### config.mk
export PLATFORM = sky130hd
export DESIGN_NAME = bytecode_fetch_sequencer
export DESIGN_NICKNAME = d
export VERILOG_FILES = /design/src/rtl/bytecode_fetch_sequencer.sv
export SDC_FILE = /design/constraint.sdc
export NUM_CORES = 1
export LEC_CHECK = 0
export ABC_AREA = 1
export BUFFER_PORTS_ARGS = -buffer_cell sky130_fd_sc_hd__clkbuf_2
export CORE_MARGIN = 10
export CORE_UTILIZATION = 45
export CTS_BUF_LIST = sky130_fd_sc_hd__clkbuf_8 sky130_fd_sc_hd__clkbuf_16
export DETAILED_ROUTE_END_ITERATION = 6
export GPL_TIMING_DRIVEN = 0
export PLACE_DENSITY_LB_ADDON = 0.05
export RECOVER_POWER = 25
export SYNTH_ARGS = -nofsm -noshare
export SYNTH_HDL_FRONTEND = slang
export SYNTH_SLANG_ARGS = --single-unit
### constraint.sdc
create_clock -name clk -period 2.1 [get_ports clk]
set_clock_uncertainty 0.2 [all_clocks]
set_input_delay 0.105 -clock clk [delete_from_list [all_inputs] [get_ports clk]]
set_output_delay 0.105 -clock clk [all_outputs]
set_load 0.05 [all_outputs]
### src/rtl/bytecode_fetch_sequencer.sv
// Bytecode fetch sequencer: walks a Java bytecode ROM and issues one
// opcode+operands record per valid/ready transfer to the ARM generator.
module bytecode_fetch_sequencer #(
  parameter int          ADDR_W      = 8,
  parameter logic [7:0]  HALT_OPCODE = 8'hB1
) (
  input  logic              clk,
  input  logic              reset,
  input  logic              start,
  input  logic [ADDR_W-1:0] start_pc,
  output logic              rom_en,
  output logic [ADDR_W-1:0] rom_addr,
  input  logic [7:0]        rom_data,
  output logic              out_valid,
  input  logic              out_ready,
  output logic [7:0]        out_opcode,
  output logic [7:0]        out_op1,
  output logic [7:0]        out_op2,
  output logic [1:0]        out_num_ops,
  output logic [ADDR_W-1:0] out_pc,
  output logic              busy,
  output logic              halted,
  output logic              illegal
);

  localparam logic [2:0] S_IDLE  = 3'd0;
  localparam logic [2:0] S_FOP   = 3'd1;
  localparam logic [2:0] S_DEC   = 3'd2;
  localparam logic [2:0] S_FOPND = 3'd3;
  localparam logic [2:0] S_CAP   = 3'd4;
  localparam logic [2:0] S_ISSUE = 3'd5;
  localparam logic [2:0] S_HALT  = 3'd6;

  logic [2:0]        state_q, state_d;
  logic [ADDR_W-1:0] pc_q, pc_d;
  logic [ADDR_W-1:0] opc_pc_q, opc_pc_d;
  logic [7:0]        opcode_q, opcode_d;
  logic [7:0]        op1_q, op1_d;
  logic [7:0]        op2_q, op2_d;
  logic [1:0]        num_q, num_d;
  logic [1:0]        cnt_q, cnt_d;
  logic              halted_q, halted_d;
  logic              illegal_q, illegal_d;
  logic [2:0]        cls;

  // {legal, operand count}
  function automatic logic [2:0] classify(input logic [7:0] op);
    case (op) inside
      8'h00, [8'h03:8'h08], [8'h1A:8'h1D],
      [8'h3B:8'h3E], 8'h60, 8'h64, 8'hB1:
        classify = 3'b100;
      8'h10, 8'h15, 8'h36:
        classify = 3'b101;
      8'h11, 8'h84, 8'hA7:
        classify = 3'b110;
      default:
        classify = 3'b000;
    endcase
  endfunction

  assign cls = classify(rom_data);

  always_comb begin
    state_d   = state_q;
    pc_d      = pc_q;
    opc_pc_d  = opc_pc_q;
    opcode_d  = opcode_q;
    op1_d     = op1_q;
    op2_d     = op2_q;
    num_d     = num_q;
    cnt_d     = cnt_q;
    halted_d  = halted_q;
    illegal_d = illegal_q;
    rom_en    = 1'b0;
    rom_addr  = '0;
    case (state_q)
      S_IDLE: begin
        if (start) begin
          pc_d    = start_pc;
          state_d = S_FOP;
        end
      end
      S_FOP: begin
        rom_en   = 1'b1;
        rom_addr = pc_q;
        opc_pc_d = pc_q;
        pc_d     = pc_q + 1'b1;
        state_d  = S_DEC;
      end
      S_DEC: begin
        opcode_d = rom_data;
        op1_d    = '0;
        op2_d    = '0;
        cnt_d    = '0;
        num_d    = cls[1:0];
        if (!cls[2]) begin
          halted_d  = 1'b1;
          illegal_d = 1'b1;
          state_d   = S_HALT;
        end else if (cls[1:0] == 2'd0) begin
          state_d = S_ISSUE;
        end else begin
          state_d = S_FOPND;
        end
      end
      S_FOPND: begin
        rom_en   = 1'b1;
        rom_addr = pc_q;
        pc_d     = pc_q + 1'b1;
        state_d  = S_CAP;
      end
      S_CAP: begin
        if (cnt_q == 2'd0) op1_d = rom_data;
        else               op2_d = rom_data;
        cnt_d   = cnt_q + 2'd1;
        state_d = (cnt_d < num_q) ? S_FOPND : S_ISSUE;
      end
      S_ISSUE: begin
        if (out_ready) begin
          if (opcode_q == HALT_OPCODE) begin
            halted_d = 1'b1;
            state_d  = S_HALT;
          end else begin
            state_d = S_FOP;
          end
        end
      end
      S_HALT: begin
        if (start) begin
          halted_d  = 1'b0;
          illegal_d = 1'b0;
          pc_d      = start_pc;
          state_d   = S_FOP;
        end
      end
      default: state_d = S_IDLE;
    endcase
  end

  always_ff @(posedge clk or negedge reset) begin
    if (!reset) begin
      state_q   <= S_IDLE;
      pc_q      <= '0;
      opc_pc_q  <= '0;
      opcode_q  <= '0;
      op1_q     <= '0;
      op2_q     <= '0;
      num_q     <= '0;
      cnt_q     <= '0;
      halted_q  <= 1'b0;
      illegal_q <= 1'b0;
    end else begin
      state_q   <= state_d;
      pc_q      <= pc_d;
      opc_pc_q  <= opc_pc_d;
      opcode_q  <= opcode_d;
      op1_q     <= op1_d;
      op2_q     <= op2_d;
      num_q     <= num_d;
      cnt_q     <= cnt_d;
      halted_q  <= halted_d;
      illegal_q <= illegal_d;
    end
  end

  assign out_valid   = (state_q == S_ISSUE);
  assign out_opcode  = opcode_q;
  assign out_op1     = op1_q;
  assign out_op2     = op2_q;
  assign out_num_ops = num_q;
  assign out_pc      = opc_pc_q;
  assign busy        = (state_q != S_IDLE) && (state_q != S_HALT);
  assign halted      = halted_q;
  assign illegal     = illegal_q;

endmodule

# [Word-level counts from Yosys, hierarchy flattened]
# Cells that the tools add are included.
[totals] reg_bits=49 word_cells=92
[classes] n_reduce_logical=24 n_eq_ne=24 n_lt_le_gt_ge=7 add_sub_neg=2 n_mux=25
[op_table] operator="case mux 8 bit (2 select lines)" count=3
[op_table] operator="== test 8 bit, second input constant" count=4
[op_table] operator="two-way mux 8 bit" count=4
[op_table] operator="two-way mux 3 bit" count=9
[op_table] operator="== test 8 x 5 -> 1 bit, second input constant" count=3
[op_table] operator="case mux 3 bit (6 select lines)" count=1
[op_table] operator="== test 8 x 7 -> 1 bit, second input constant" count=2
[op_table] operator="== test 3 bit, second input constant" count=3
[op_table] operator="adder 8 x 1 -> 8 bit, second input constant" count=1
[op_table] operator="== test 8 x 6 -> 1 bit, second input constant" count=1
[op_table] operator="greater-or-equal comparator 8 x 2 -> 1 bit, second input constant" count=1
[op_table] operator="greater-or-equal comparator 8 x 5 -> 1 bit, second input constant" count=1
[op_table] operator="greater-or-equal comparator 8 x 6 -> 1 bit, second input constant" count=1
[op_table] operator="less-or-equal comparator 8 x 4 -> 1 bit, second input constant" count=1
[op_table] operator="less-or-equal comparator 8 x 5 -> 1 bit, second input constant" count=1
[op_table] operator="less-or-equal comparator 8 x 6 -> 1 bit, second input constant" count=1
[op_table] operator="zero test 8 bit" count=1
[op_table] operator="!= test 2 bit, second input constant" count=4
[op_table] operator="AND reduction 2 bit" count=4
[op_table] operator="OR reduction 7 bit" count=1
[op_table] operator="== test 3 x 2 -> 1 bit, second input constant" count=2
[op_table] operator="!= test 2 x 1 -> 1 bit, second input constant" count=3
[op_table] operator="nonzero test 2 bit" count=3
[op_table] operator="nonzero test 3 bit" count=2
[op_table] operator="other kinds (15)" count=25

# [Longest topological paths before layout]
# Gate-level depths: netlist of run 1.
[logic_depth] word_depth=9 depth_mapped=12

# [Worst setup path before layout of run 1]
# OpenSTA, ideal clock, no wires.
[synth_path] path_kind="register -> register" startpoint="register state_q[2]" endpoint="register halted_q, in the netlist halted" t_arrival_ns=1.786 required_time_ns=1.781 setup_slack_ns=-0.006 path_stages_with_launch=8 synth_period_minus_slack_ns=2.106 path_cell_list="dfrtp_1 -> inv_2 -> nor3_2 -> inv_1 -> a31oi_1 -> nand3_1 -> nand2_1 -> nand2_1"
[synth_via] elab_chain_len=3 elab_cells_between_ends=10 cone_classes="eq/ne (7); mux (1); reduce/logical (2)"
[synth_rtl] element="start, declared" line="34" source="logic [2:0] state_q, state_d;"
[synth_rtl] element="start signal, assigned" line="153" source="state_q <= state_d;"
[synth_rtl] element="== test 3 bit *"
[synth_rtl] element="via out_valid" line="14" source="output logic out_valid,"
[synth_rtl] element="!= test 2 x 1 -> 1 bit (no source line) or nonzero test 3 bit (tied branches)"
[synth_rtl] element="AND reduction 5 bit (no source line)"
[synth_rtl] element="end signal, assigned" line="161" source="halted_q <= halted_d;"
[synth_rtl] element="end, declared" line="42" source="logic halted_q, halted_d;"
# The timed path passes the listed nets; every way through them passes the cells marked *.
# A chain may end at the register's enable or synchronous reset.

# [Worst setup path in the final report of run 1]
[layout_path] startpoint="register cnt_q[0]" endpoint="register state_q[2]"
[layout_via] elab_chain_len=4
[layout_rtl] element="start, declared" line="41" source="logic [1:0] cnt_q, cnt_d;"
[layout_rtl] element="start signal, assigned" line="160" source="cnt_q <= cnt_d;"
[layout_rtl] element="adder 2 x 1 -> 2 bit" line="115" source="cnt_d = cnt_q + 2'd1;"
[layout_rtl] element="less-than comparator 2 bit" line="116" source="state_d = (cnt_d < num_q) ? S_FOPND : S_ISSUE;"
[layout_rtl] element="two-way mux 3 bit" line="116"
[layout_rtl] element="case mux 3 bit (6 select lines)" line="76" source="case (state_q)"
# Every way passes these cells.

==> tab_implementation.tex, run 1 <==
\begin{tabular}{lr}
\hline
Metric & Value \\
\hline
\multicolumn{2}{l}{\textbf{Status}} \\
\quad Run status & complete, no violations \\
\multicolumn{2}{l}{\textbf{Critical path}} \\
\quad Data required, critical path & 2090 ps \\
\quad Worst setup path startpoint & cnt\_q[0] \\
\quad Kind of critical path & reg2reg \\
\quad Origin of the critical flop-to-flop path & cnt\_q[0] \\
\quad Endpoint arrival time on the critical path & 1900 ps \\
\quad Crit. End Element & register \\
\quad Highest fanout seen on the critical path & 3 \\
\quad Startpoint Class & register \\
\multicolumn{2}{l}{\textbf{Flow run}} \\
\quad MaxCap Viol Count & 0 \\
\multicolumn{2}{l}{\textbf{GRT}} \\
\quad Global Route met3 Usage & 0.0555 \\
\quad Total routing usage reported by global routing & 0.156 \\
\quad Layer carrying the most global-route usage & met2 \\
\quad Met2 track demand over resource & 0.248 \\
\quad Global-route wire length before repair & 11400 µm \\
\quad GRT met1 Usage & 0.200 \\
\quad Number of global-route vias before repair & 2394 \\
\quad Residual overflow from global routing & 0 \\
\quad Largest net degree at the start of global routing & 50 \\
\quad Initial antenna violation count & 0 \\
\multicolumn{2}{l}{\textbf{Placed design}} \\
\quad Total of buffers placed on input and output ports & 66 \\
\quad Weighted congestion reported at the end of routability-driven placement & 0.889 \\
\quad Detailed placer's ending HPWL & 4990 µm \\
\multicolumn{2}{l}{\textbf{Hold path}} \\
\quad Hold Crit Class & reg2reg \\
\quad Start point of the worst hold path & halted \\
\multicolumn{2}{l}{\textbf{Floorplan}} \\
\quad Core area & 0.00544 mm² \\
\quad Number of I/O pins & 67 \\
\quad Overall die width & 94.5 µm \\
\quad Effective utilization at floorplan & 0.459 \\
\quad Total Die Area & 0.00892 mm² \\
\quad Number of placement rows & 27 \\
\quad Die height & 94.5 µm \\
\multicolumn{2}{l}{\textbf{Final layout}} \\
\quad Share of post-route cells with drive strength above 1 & 0.140 \\
\quad Area taken by multi-input logic gates & 0.00110 mm² \\
\quad Antenna Diode Count & 0 \\
\quad Total area of sequential cells & 0.00123 mm² \\
\quad Final-layout fill cell count & 564 \\
\quad Net count reported at finish & 437 \\
\quad Area grow syn2layout & 26.6\% \\
\multicolumn{2}{l}{\textbf{Yosys}} \\
\quad Gate count after technology mapping & 323 \\
\quad EDFF count, synth & 0 \\
\quad Summed instance area of the synthesized netlist & 0.00249 mm² \\
\quad Post-synth top area cell & sky130\_fd\_sc\_hd\_\_dfrtp\_1 \\
\quad Post-synthesis register bit count & 49 \\
\quad Post-synthesis area per instance & 7.72 µm² \\
\quad Net Count, Synth & 346 \\
\quad Most frequent cells after synthesis & 103 x sky130\_fd\_sc\_hd\_\_nand2\_1, 49 x sky130\_fd\_sc\_hd\_\_dfrtp\_1, 42 x sky130\_fd\_sc\_hd\_\_o21ai\_0 \\
\quad Post-synth ARST share & 1.00 \\
\quad Share of Yosys cell area claimed by the top area cell type & 0.491 \\
\quad Yosys warning total & 0 \\
\quad Seq/Total Area, Yosys & 0.491 \\
\quad Most common cell in the netlist & sky130\_fd\_sc\_hd\_\_nand2\_1 \\
\quad Area contributors post-synth & sky130\_fd\_sc\_hd\_\_dfrtp\_1 49\%, sky130\_fd\_sc\_hd\_\_nand2\_1 15\%, sky130\_fd\_sc\_hd\_\_o21ai\_0 8.4\% \\
\quad Main flop type after synthesis & sky130\_fd\_sc\_hd\_\_dfrtp\_1 \\
\quad Number of different library cells in the post-synthesis netlist & 29 \\
\multicolumn{2}{l}{\textbf{Route}} \\
\quad Count of antenna-violating nets left after detailed routing & 0 \\
\quad Pre-Repair DR Iteration Count & 4 \\
\quad Final WL & 6720 µm \\
\quad Via/cell ratio & 4.97 \\
\quad Routed length per instance & 13.8 µm \\
\quad Total via count after detailed routing & 2422 \\
\quad Residual DRC & 0 \\
\quad First-iteration detailed-routing DRC count & 129 \\
\multicolumn{2}{l}{\textbf{Clocking}} \\
\quad Post-CTS Setup Inserts & 0 \\
\quad Clock-pin slew reported for the worst setup and hold paths after clock tree synthesis & 100 ps \\
\quad Num CTS Buffers & 5 \\
\quad Clock sink count & 49 \\
\quad CTS H-tree depth & 2 \\
\quad Root buffer selected by CTS & sky130\_fd\_sc\_hd\_\_clkbuf\_8 \\
\quad TritonCTS clock tree & done \\
\quad CTS max path bufs & 2 \\
\quad Latest clock arrival within the worst-skew pair & 310 ps \\
\multicolumn{2}{l}{\textbf{STA}} \\
\quad Final hold violations & 0 \\
\quad Endpoints failing setup & 0 \\
\quad Relative slew slack & 0.196 \\
\quad Maximum clock frequency & 524 MHz \\
\quad Final critical-path required period & 1910 ps \\
\quad Number of slew-limit violations in the final report & 0 \\
\quad Period Utilization, post-route & 0.909 \\
\quad Final TNS setup & 0 ps \\
\quad Setup repair after global routing missed its margin & no \\
\quad Slew at the pin with the worst max-slew slack & 1210 ps \\
\hline
\end{tabular}
state kept, by name (all words and copies together) (netlist names):
register	cells
state_q	3
out_op1	8
illegal	1
pc_q	8
out_opcode	8
out_num_ops	2
out_op2	8
out_pc	8
halted	1
cnt_q	2
worst paths after layout:
kind	end	slack (ps)	depth (start not counted)
max	state_q[2]	190	9
min	halted	280	2
max reg2reg	state_q[2]	190	9
min reg2reg	halted	280	2
max in group asynchronous	pc_q[5]	580	2
min in group asynchronous	out_op2[5]	360	2
layout by cell type, fill, tap and decap left out, types with 5 or more instances in the layout:
cell type,count
sky130_fd_sc_hd__nand2_1,103
sky130_fd_sc_hd__clkbuf_8,5
sky130_fd_sc_hd__dlygate4sd3_1,19
sky130_fd_sc_hd__o21ai_0,42
sky130_fd_sc_hd__inv_1,28
sky130_fd_sc_hd__nand3_1,14
sky130_fd_sc_hd__a21oi_1,13
sky130_fd_sc_hd__dfrtp_1,49
sky130_fd_sc_hd__clkbuf_1,39
sky130_fd_sc_hd__nor2_1,32
sky130_fd_sc_hd__clkbuf_2,29
stage by stage:
step | instances | hold slack (ps) | utilization | cell area [µm²] | worst slack, ps
after detailed placement | 461 | 174 | 0.537 | 2920 | 200
after CTS | 488 | 291 | 0.590 | 3210 | 36.3
final | 487 | 284 | 0.581 | 3160 | 191
after floorplan | 323 | -391 | - | 2500 | 146
after global placement | 461 | 171 | 0.537 | 2920 | 215
after global routing | 487 | 310 | 0.581 | 3160 | 65.6
metal layers:
metal	up-vias	part of all wire
li1	1231	-
met4	0	0.0091
met2	68	0.45
met3	7	0.081
met1	1116	0.46
met5	-	0
worst max-delay path, cell delays in order, from the launching register on:
cell,delay [ps]
sky130_fd_sc_hd__dfrtp_1,360
sky130_fd_sc_hd__inv_1,60
sky130_fd_sc_hd__ha_1,320
sky130_fd_sc_hd__ha_1,280
sky130_fd_sc_hd__a21oi_1,190
sky130_fd_sc_hd__o22ai_1,90
sky130_fd_sc_hd__a21oi_1,120
sky130_fd_sc_hd__nand2_1,60
sky130_fd_sc_hd__nand2_1,50
sky130_fd_sc_hd__o21ai_0,70
cell type report:
type,instances,share of cell area
Buffer,7,0.0119
Clock inverter,3,0.00792
Sequential cell,49,0.388
Tap cell,72,0.0285
Clock buffer,5,0.0218
Multi-Input combinational cell,233,0.349
Timing Repair Buffer,85,0.151
Inverter,33,0.0408
kinds of logic (layout without fill, tap and decap cells):
kind of cell,Yosys count,in the layout,synth area share
AND/OR/NAND/NOR,163,163,0.276
AO/OA/AOI/OAI,67,67,0.148
flip-flops,49,49,0.491
buffers and inverters,41,133,0.0687
adder cells (fa/ha/maj),3,3,0.0150
timing repair:
| item | CTS | global route |
|---|---|---|
| hold buffers | 19 | 0 |
| gates cloned | 0 | 0 |
| resized for setup | 1 | 1 |
| endpoints found under the setup margin | 1 | 1 |
| endpoints found under the hold margin | 82 | 0 |
Power of run 1 is left out: the tool's default activity adds up to more than one toggle a clock period on the data nets, which glitch-free logic cannot reach.
==> inputs of run 2 (changes only) <==
--- a/config.mk
+++ b/config.mk
@@ -8,7 +8,7 @@
 export ABC_AREA = 1
 export BUFFER_PORTS_ARGS = -buffer_cell sky130_fd_sc_hd__clkbuf_2
 export CORE_MARGIN = 10
-export CORE_UTILIZATION = 45
+export CORE_UTILIZATION = 40
 export CTS_BUF_LIST = sky130_fd_sc_hd__clkbuf_8 sky130_fd_sc_hd__clkbuf_16
 export DETAILED_ROUTE_END_ITERATION = 6
 export GPL_TIMING_DRIVEN = 0
==> tab_implementation.tex, run 2 (synthesized netlist as in run 1, its figures left out) <==
\begin{tabular}{lr}
\hline
Metric & Value \\
\hline
\multicolumn{2}{l}{\textbf{GRT}} \\
\quad Number of global-route vias before repair & 2278 (-4.8\%) \\
\quad Largest net degree at the start of global routing & 50 (unchanged) \\
\quad Initial antenna violation count & 1 (+1) \\
\quad Global-route wire length before repair & 11200 µm (-1.3\%) \\
\quad Residual overflow from global routing & 0 (unchanged) \\
\quad Total routing usage reported by global routing & 0.137 (-0.0191) \\
\multicolumn{2}{l}{\textbf{Route}} \\
\quad Count of antenna-violating nets left after detailed routing & 0 (unchanged) \\
\quad First-iteration detailed-routing DRC count & 103 (-20\%) \\
\quad Total via count after detailed routing & 2378 (-1.8\%) \\
\quad Residual DRC & 0 (unchanged) \\
\quad Routed length per instance & 13.8 µm (+0.38\%) \\
\quad Final WL & 6800 µm (+1.2\%) \\
\quad Pre-Repair DR Iteration Count & 4 (unchanged) \\
\quad Via/cell ratio & 4.84 (-2.6\%) \\
\multicolumn{2}{l}{\textbf{Floorplan}} \\
\quad Number of I/O pins & 67 (unchanged) \\
\quad Effective utilization at floorplan & 0.416 (-0.0422) \\
\quad Core area & 0.00599 mm² (+10\%) \\
\quad Total Die Area & 0.00980 mm² (+9.8\%) \\
\quad Number of placement rows & 28 (+3.7\%) \\
\quad Overall die width & 99.0 µm (+4.8\%) \\
\quad Die height & 99.0 µm (+4.8\%) \\
\multicolumn{2}{l}{\textbf{Clocking}} \\
\quad CTS H-tree depth & 2 (unchanged) \\
\quad Num CTS Buffers & 5 (unchanged) \\
\quad TritonCTS clock tree & done \\
\quad CTS max path bufs & 2 (unchanged) \\
\quad Clock sink count & 49 (unchanged) \\
\quad Clock-pin slew reported for the worst setup and hold paths after clock tree synthesis & 90 ps (about the same) \\
\quad Latest clock arrival within the worst-skew pair & 300 ps (about the same) \\
\quad Root buffer selected by CTS & sky130\_fd\_sc\_hd\_\_clkbuf\_8 \\
\multicolumn{2}{l}{\textbf{Final layout}} \\
\quad Leading cell types in the layout, fill and taps excluded & 103 x sky130\_fd\_sc\_hd\_\_nand2\_1, 64 x sky130\_fd\_sc\_hd\_\_clkbuf\_2, 49 x sky130\_fd\_sc\_hd\_\_dfrtp\_1 \\
\quad Most common library cell in the layout ignoring fill and taps & sky130\_fd\_sc\_hd\_\_nand2\_1 \\
\quad Post-route insts no fill & 491 (+0.82\%) \\
\quad Final core utilization & 0.538 (-0.0422) \\
\quad Area grow syn2layout & 29.3\% \\
\quad Net count reported at finish & 438 (+0.23\%) \\
\quad Share of post-route cells with drive strength above 1 & 0.224 (+0.0843) \\
\quad Final-layout fill cell count & 616 (+9.2\%) \\
\multicolumn{2}{l}{\textbf{Critical path}} \\
\quad Highest fanout seen on the critical path & 3 (unchanged) \\
\quad Crit. End Element & register \\
\quad Worst setup path startpoint & cnt\_q[0] \\
\quad Startpoint Class & register \\
\quad Kind of critical path & reg2reg \\
\quad Data required, critical path & 2070 ps (-20 ps) \\
\quad Origin of the critical flop-to-flop path & cnt\_q[0] \\
\quad Endpoint arrival time on the critical path & 1880 ps (-20 ps) \\
\multicolumn{2}{l}{\textbf{Placed design}} \\
\quad Weighted congestion reported at the end of routability-driven placement & 0.853 (-4.0\%) \\
\quad Detailed placer's ending HPWL & 5160 µm (+3.6\%) \\
\quad Total of buffers placed on input and output ports & 66 (unchanged) \\
\quad Number of cells after detailed placement & 464 (+0.65\%) \\
\multicolumn{2}{l}{\textbf{STA}} \\
\quad Endpoints failing setup & 0 (unchanged) \\
\quad Slew at the pin with the worst max-slew slack & 1020 ps (-186 ps) \\
\quad Final hold violations & 0 (unchanged) \\
\quad Relative slew slack & 0.320 (+0.124) \\
\quad Maximum clock frequency & 525 MHz (+0.13\%) \\
\quad Final TNS setup & 0 ps (unchanged) \\
\quad Period Utilization, post-route & 0.908 (-0.00113) \\
\quad Number of slew-limit violations in the final report & 0 (unchanged) \\
\quad Final critical-path required period & 1910 ps (-2.38 ps) \\
\quad Final hold slack & 285 ps (+1.41 ps) \\
\quad Setup repair after global routing missed its margin & no \\
\multicolumn{2}{l}{\textbf{Hold path}} \\
\quad Hold Crit Class & in2async \\
\multicolumn{2}{l}{\textbf{Status}} \\
\quad Run status & complete, no violations \\
\multicolumn{2}{l}{\textbf{Flow run}} \\
\quad MaxCap Viol Count & 0 (unchanged) \\
\hline
\end{tabular}
## run 2: cell types whose count changed in the layout (fill, tap and decap cells not counted), sizes merged
cell / change
bufinv: +1
clkbuf: +1
clkinvlp: -1
diode: +1
inv: -1
## run 2: metal layers
layer	vias up	global-route usage	part of all wire
li1	1231	-	-
met1	1080	0.188	0.49
met2	60	0.203	0.43
met3	7	0.0412	0.062
met4	0	0.0353	0.013
met5	-	0	0
## run 2: cell type report
cell class,instances,area [µm²],area share
clock buffers,5,68.8,0.0213
plain buffers,7,37.5,0.0116
flip-flops and latches,49,1230,0.380
clock inverters,2,35.0,0.0109
well taps,75,93.8,0.0291
multi-input cells,233,1100,0.342
inverters,33,129,0.0400
diodes,1,2.50,0.000776
repair buffers,86,529,0.164
## run 2: final timing paths
path                            cells after the start         end  slack, ps
min in group clk                                    2      halted        290
worst min register to register                      2      halted        290
max in group asynchronous                           3   out_pc[2]        320
worst min-delay path                                2  out_op2[5]        290
worst max-delay path                                9  state_q[2]        190
worst max register to register                      9  state_q[2]        190
## run 2: what timing repair did
item	CTS	global route
setup endpoints to repair	0	1
hold endpoints to repair	81	0
buffers inserted	0	0
resized for setup	0	3
hold buffers	19	0
## run 2: critical path, cell delays in order (launching register included)
cell and delay, ps:
sky130_fd_sc_hd__dfrtp_1 370, sky130_fd_sc_hd__inv_1 70, sky130_fd_sc_hd__ha_1 310, sky130_fd_sc_hd__ha_1 270, sky130_fd_sc_hd__a21oi_1 180, sky130_fd_sc_hd__o22ai_1 90, sky130_fd_sc_hd__a21oi_1 120, sky130_fd_sc_hd__nand2_1 60
sky130_fd_sc_hd__nand2_1 50, sky130_fd_sc_hd__o21ai_0 70
## run 2: through the flow
| step | worst slack, ps | instance area (µm²) |
|---|---|---|
| 4_1_cts | 2.88 | 3220 |
| 3_3_place_gp | 206 | 2930 |
| 6_report | 194 | 3230 |
| 5_1_grt | 7.24 | 3230 |
| 2_1_floorplan | 146 | 2500 |
| 3_5_place_dp | 196 | 2930 |
Power of run 2 is left out for the same reason.
==> inputs of run 3 (changes only) <==
--- a/config.mk
+++ b/config.mk
@@ -7,8 +7,10 @@
 export LEC_CHECK = 0
 export ABC_AREA = 1
 export BUFFER_PORTS_ARGS = -buffer_cell sky130_fd_sc_hd__clkbuf_2
+export CELL_PAD_IN_SITES_DETAIL_PLACEMENT = 1
+export CELL_PAD_IN_SITES_GLOBAL_PLACEMENT = 1
 export CORE_MARGIN = 10
-export CORE_UTILIZATION = 40
+export CORE_UTILIZATION = 37
 export CTS_BUF_LIST = sky130_fd_sc_hd__clkbuf_8 sky130_fd_sc_hd__clkbuf_16
 export DETAILED_ROUTE_END_ITERATION = 6
 export GPL_TIMING_DRIVEN = 0
==> tab_implementation.tex, run 3 (synthesized netlist as in run 1, its figures left out) <==
\begin{tabular}{lr}
\hline
Metric & Value \\
\hline
\multicolumn{2}{l}{\textbf{GRT}} \\
\quad Initial antenna violation count & 0 (-1) \\
\quad Number of global-route vias before repair & 2685 (+18\%) \\
\quad Residual overflow from global routing & 0 (unchanged) \\
\quad Total routing usage reported by global routing & 0.156 (+0.0191) \\
\quad Global-route wire length before repair & 13100 µm (+17\%) \\
\quad Largest net degree at the start of global routing & 50 (unchanged) \\
\multicolumn{2}{l}{\textbf{Critical path}} \\
\quad Kind of critical path & reg2reg \\
\quad Count of buffering cells on the critical path with inverters included & 4 (+3) \\
\quad Dominant delay contributor by cell family on the critical path & buffers and inverters \\
\quad Crit. End Element & register \\
\quad Data required, critical path & 2090 ps (+20 ps) \\
\quad Delay contributed by the slowest stage of the critical path & 440 ps (+70 ps) \\
\quad Startpoint Class & register \\
\quad Endpoint arrival time on the critical path & 1910 ps (+30 ps) \\
\quad Cells along the critical path & inv\_2, nor2\_2, nand2\_1, nand2\_4, inv\_6, nor2\_4, nor2\_4, inv\_2, buf\_6, a21oi\_1, a21oi\_1 \\
\quad Cell with the largest stage delay on the worst path & sky130\_fd\_sc\_hd\_\_dfrtp\_1 \\
\quad Highest fanout seen on the critical path & 19 (+16) \\
\multicolumn{2}{l}{\textbf{Placed design}} \\
\quad Standard cell area after detailed placement & 0.00293 mm² (about the same) \\
\quad Number of cells after detailed placement & 466 (+0.43\%) \\
\quad Total of buffers placed on input and output ports & 66 (unchanged) \\
\quad Weighted congestion reported at the end of routability-driven placement & 0.768 (-10\%) \\
\quad Worst slack, placed & 170 ps (-25.8 ps) \\
\quad Detailed placer's ending HPWL & 5700 µm (+10\%) \\
\multicolumn{2}{l}{\textbf{Clocking}} \\
\quad TritonCTS clock tree & done \\
\quad CTS max path bufs & 2 (unchanged) \\
\quad Clock-pin slew reported for the worst setup and hold paths after clock tree synthesis & 100 ps (about the same) \\
\quad CTS H-tree depth & 2 (unchanged) \\
\quad Latest clock arrival within the worst-skew pair & 300 ps (about the same) \\
\quad Root buffer selected by CTS & sky130\_fd\_sc\_hd\_\_clkbuf\_8 \\
\quad Num CTS Buffers & 5 (unchanged) \\
\quad Clock sink count & 49 (unchanged) \\
\multicolumn{2}{l}{\textbf{STA}} \\
\quad Endpoints failing setup & 0 (unchanged) \\
\quad Final TNS setup & 0 ps (unchanged) \\
\quad Final hold slack & 280 ps (-4.98 ps) \\
\quad Relative slew slack & 0.329 (+0.00893) \\
\quad Slew at the pin with the worst max-slew slack & 1010 ps (-13.4 ps) \\
\quad Post-layout worst setup margin & 181 ps (-12.2 ps) \\
\quad Final hold violations & 0 (unchanged) \\
\quad Maximum clock frequency & 521 MHz (-0.63\%) \\
\quad Setup repair after global routing missed its margin & no \\
\quad Final critical-path required period & 1920 ps (+12.2 ps) \\
\quad Period Utilization, post-route & 0.914 (+0.00580) \\
\quad Number of slew-limit violations in the final report & 0 (unchanged) \\
\multicolumn{2}{l}{\textbf{Route}} \\
\quad Highest routing layer actually used & met4 \\
\quad Count of antenna-violating nets left after detailed routing & 0 (unchanged) \\
\quad Pre-Repair DR Iteration Count & 4 (unchanged) \\
\quad Final WL & 7740 µm (+14\%) \\
\quad M1 wire length & 3610 µm (+7.3\%) \\
\quad Detailed-routed wire length on met3 & 342 µm (-19\%) \\
\quad Met2 WL post-DR & 3720 µm (+27\%) \\
\quad Routed length per instance & 15.7 µm (+13\%) \\
\quad First-iteration detailed-routing DRC count & 68 (-34\%) \\
\quad Via/cell ratio & 4.98 (+2.9\%) \\
\quad Total via count after detailed routing & 2461 (+3.5\%) \\
\quad Residual DRC & 0 (unchanged) \\
\multicolumn{2}{l}{\textbf{Floorplan}} \\
\quad Number of I/O pins & 67 (unchanged) \\
\quad Core area & 0.00646 mm² (+7.8\%) \\
\quad Number of placement rows & 29 (+3.6\%) \\
\quad Total Die Area & 0.0104 mm² (+6.4\%) \\
\quad Die height & 102 µm (+3.2\%) \\
\quad Effective utilization at floorplan & 0.386 (-0.0302) \\
\quad Overall die width & 102 µm (+3.2\%) \\
\multicolumn{2}{l}{\textbf{Final layout}} \\
\quad Net count reported at finish & 439 (+0.23\%) \\
\quad Share of post-route cells with drive strength above 1 & 0.233 (+0.00852) \\
\quad Leading cell types in the layout, fill and taps excluded & 103 x sky130\_fd\_sc\_hd\_\_nand2\_1, 64 x sky130\_fd\_sc\_hd\_\_clkbuf\_2, 49 x sky130\_fd\_sc\_hd\_\_dfrtp\_1 \\
\quad Post-route insts no fill & 494 (+0.61\%) \\
\quad Area grow syn2layout & 30.3\% \\
\quad Most common library cell in the layout ignoring fill and taps & sky130\_fd\_sc\_hd\_\_nand2\_1 \\
\quad Antenna Diode Count & 0 (-1) \\
\quad Layout Cell Area excl Fill & 0.00325 mm² (+0.78\%) \\
\quad Final core utilization & 0.503 (-0.0351) \\
\multicolumn{2}{l}{\textbf{Power}} \\
\quad Leakage power summed over all cells & 1.67 nW \\
\quad Pwr per Cell Area & 1890 mW/mm² \\
\quad Maximum resistive drop on vdd & 0.713 mV \\
\quad Design Power & 6.16 mW \\
\multicolumn{2}{l}{\textbf{Hold path}} \\
\quad Hold Crit Class & in2async \\
\multicolumn{2}{l}{\textbf{Status}} \\
\quad Run status & complete, no violations \\
\multicolumn{2}{l}{\textbf{Flow run}} \\
\quad MaxCap Viol Count & 0 (unchanged) \\
\hline
\end{tabular}
-- run 3: changes by cell type in the layout (fill, tap and decap cells not counted) --
cell	before	now
sky130_fd_sc_hd__a21oi_2	1	2
sky130_fd_sc_hd__clkinv_2	1	0
sky130_fd_sc_hd__clkinvlp_4	0	1
sky130_fd_sc_hd__a21oi_1	13	12
sky130_fd_sc_hd__diode_2	1	0
sky130_fd_sc_hd__clkinv_4	0	1
sky130_fd_sc_hd__buf_4	1	2
sky130_fd_sc_hd__nor2_1	32	31
sky130_fd_sc_hd__nor2_2	1	2
-- run 3: worst register-to-register path, stage by stage (launching register included) --
cell and delay (ps):
sky130_fd_sc_hd__dfrtp_1 440, sky130_fd_sc_hd__inv_2 120, sky130_fd_sc_hd__nor2_2 50, sky130_fd_sc_hd__nand2_1 120, sky130_fd_sc_hd__nand2_4 110, sky130_fd_sc_hd__inv_6 150
sky130_fd_sc_hd__nor2_4 50, sky130_fd_sc_hd__nor2_4 140, sky130_fd_sc_hd__inv_2 80, sky130_fd_sc_hd__buf_6 150, sky130_fd_sc_hd__a21oi_1 140, sky130_fd_sc_hd__a21oi_1 60
-- run 3: layout make-up --
| cell class | count | area, µm² |
|---|---|---|
| tap | 77 | 96.3 |
| timing repair buffer | 87 | 537 |
| multi-input combinational | 233 | 1110 |
| sequential | 49 | 1230 |
| inverter | 33 | 129 |
| clock inverter | 3 | 46.3 |
| clock buffer | 5 | 68.8 |
| fill | 845 | 3210 |
| buffer | 7 | 37.5 |
-- run 3: power breakdown --
part | leakage [nW] | switching (mW) | internal [mW]
clock network | 0.0543 | 0.335 | 0.357
registers | 0.618 | 0.314 | 1.39
logic | 1.00 | 2.85 | 0.916
-- run 3: final timing paths --
check	start	endpoint	slack, ps	depth (start not counted)
worst max-delay path	state_q[1]	pc_q[6]	180	11
worst min-delay path	reset	out_op1[5]	280	2
worst max register to register	state_q[1]	pc_q[6]	180	11
worst min register to register	halted	halted	290	2
max in group asynchronous	reset	out_pc[0]	320	3
min in group clk	halted	halted	290	2
-- run 3: what timing repair did --
action | CTS | global route
buffers inserted | 0 | 1
hold buffers | 19 | 0
pin swaps | 0 | 1
endpoints found under the hold margin | 82 | 0
endpoints found under the setup margin | 1 | 4
gates resized for setup | 1 | 3
gates cloned | 0 | 0
-- run 3: metal layers --
metal / vias up / GRT usage
met2: 44 / 0.252
met3: 4 / 0.0364
li1: 1229 / -
met5: - / 0
met4: 0 / 0.0445
met1: 1184 / 0.203
(Power assumes the default switching activity.)
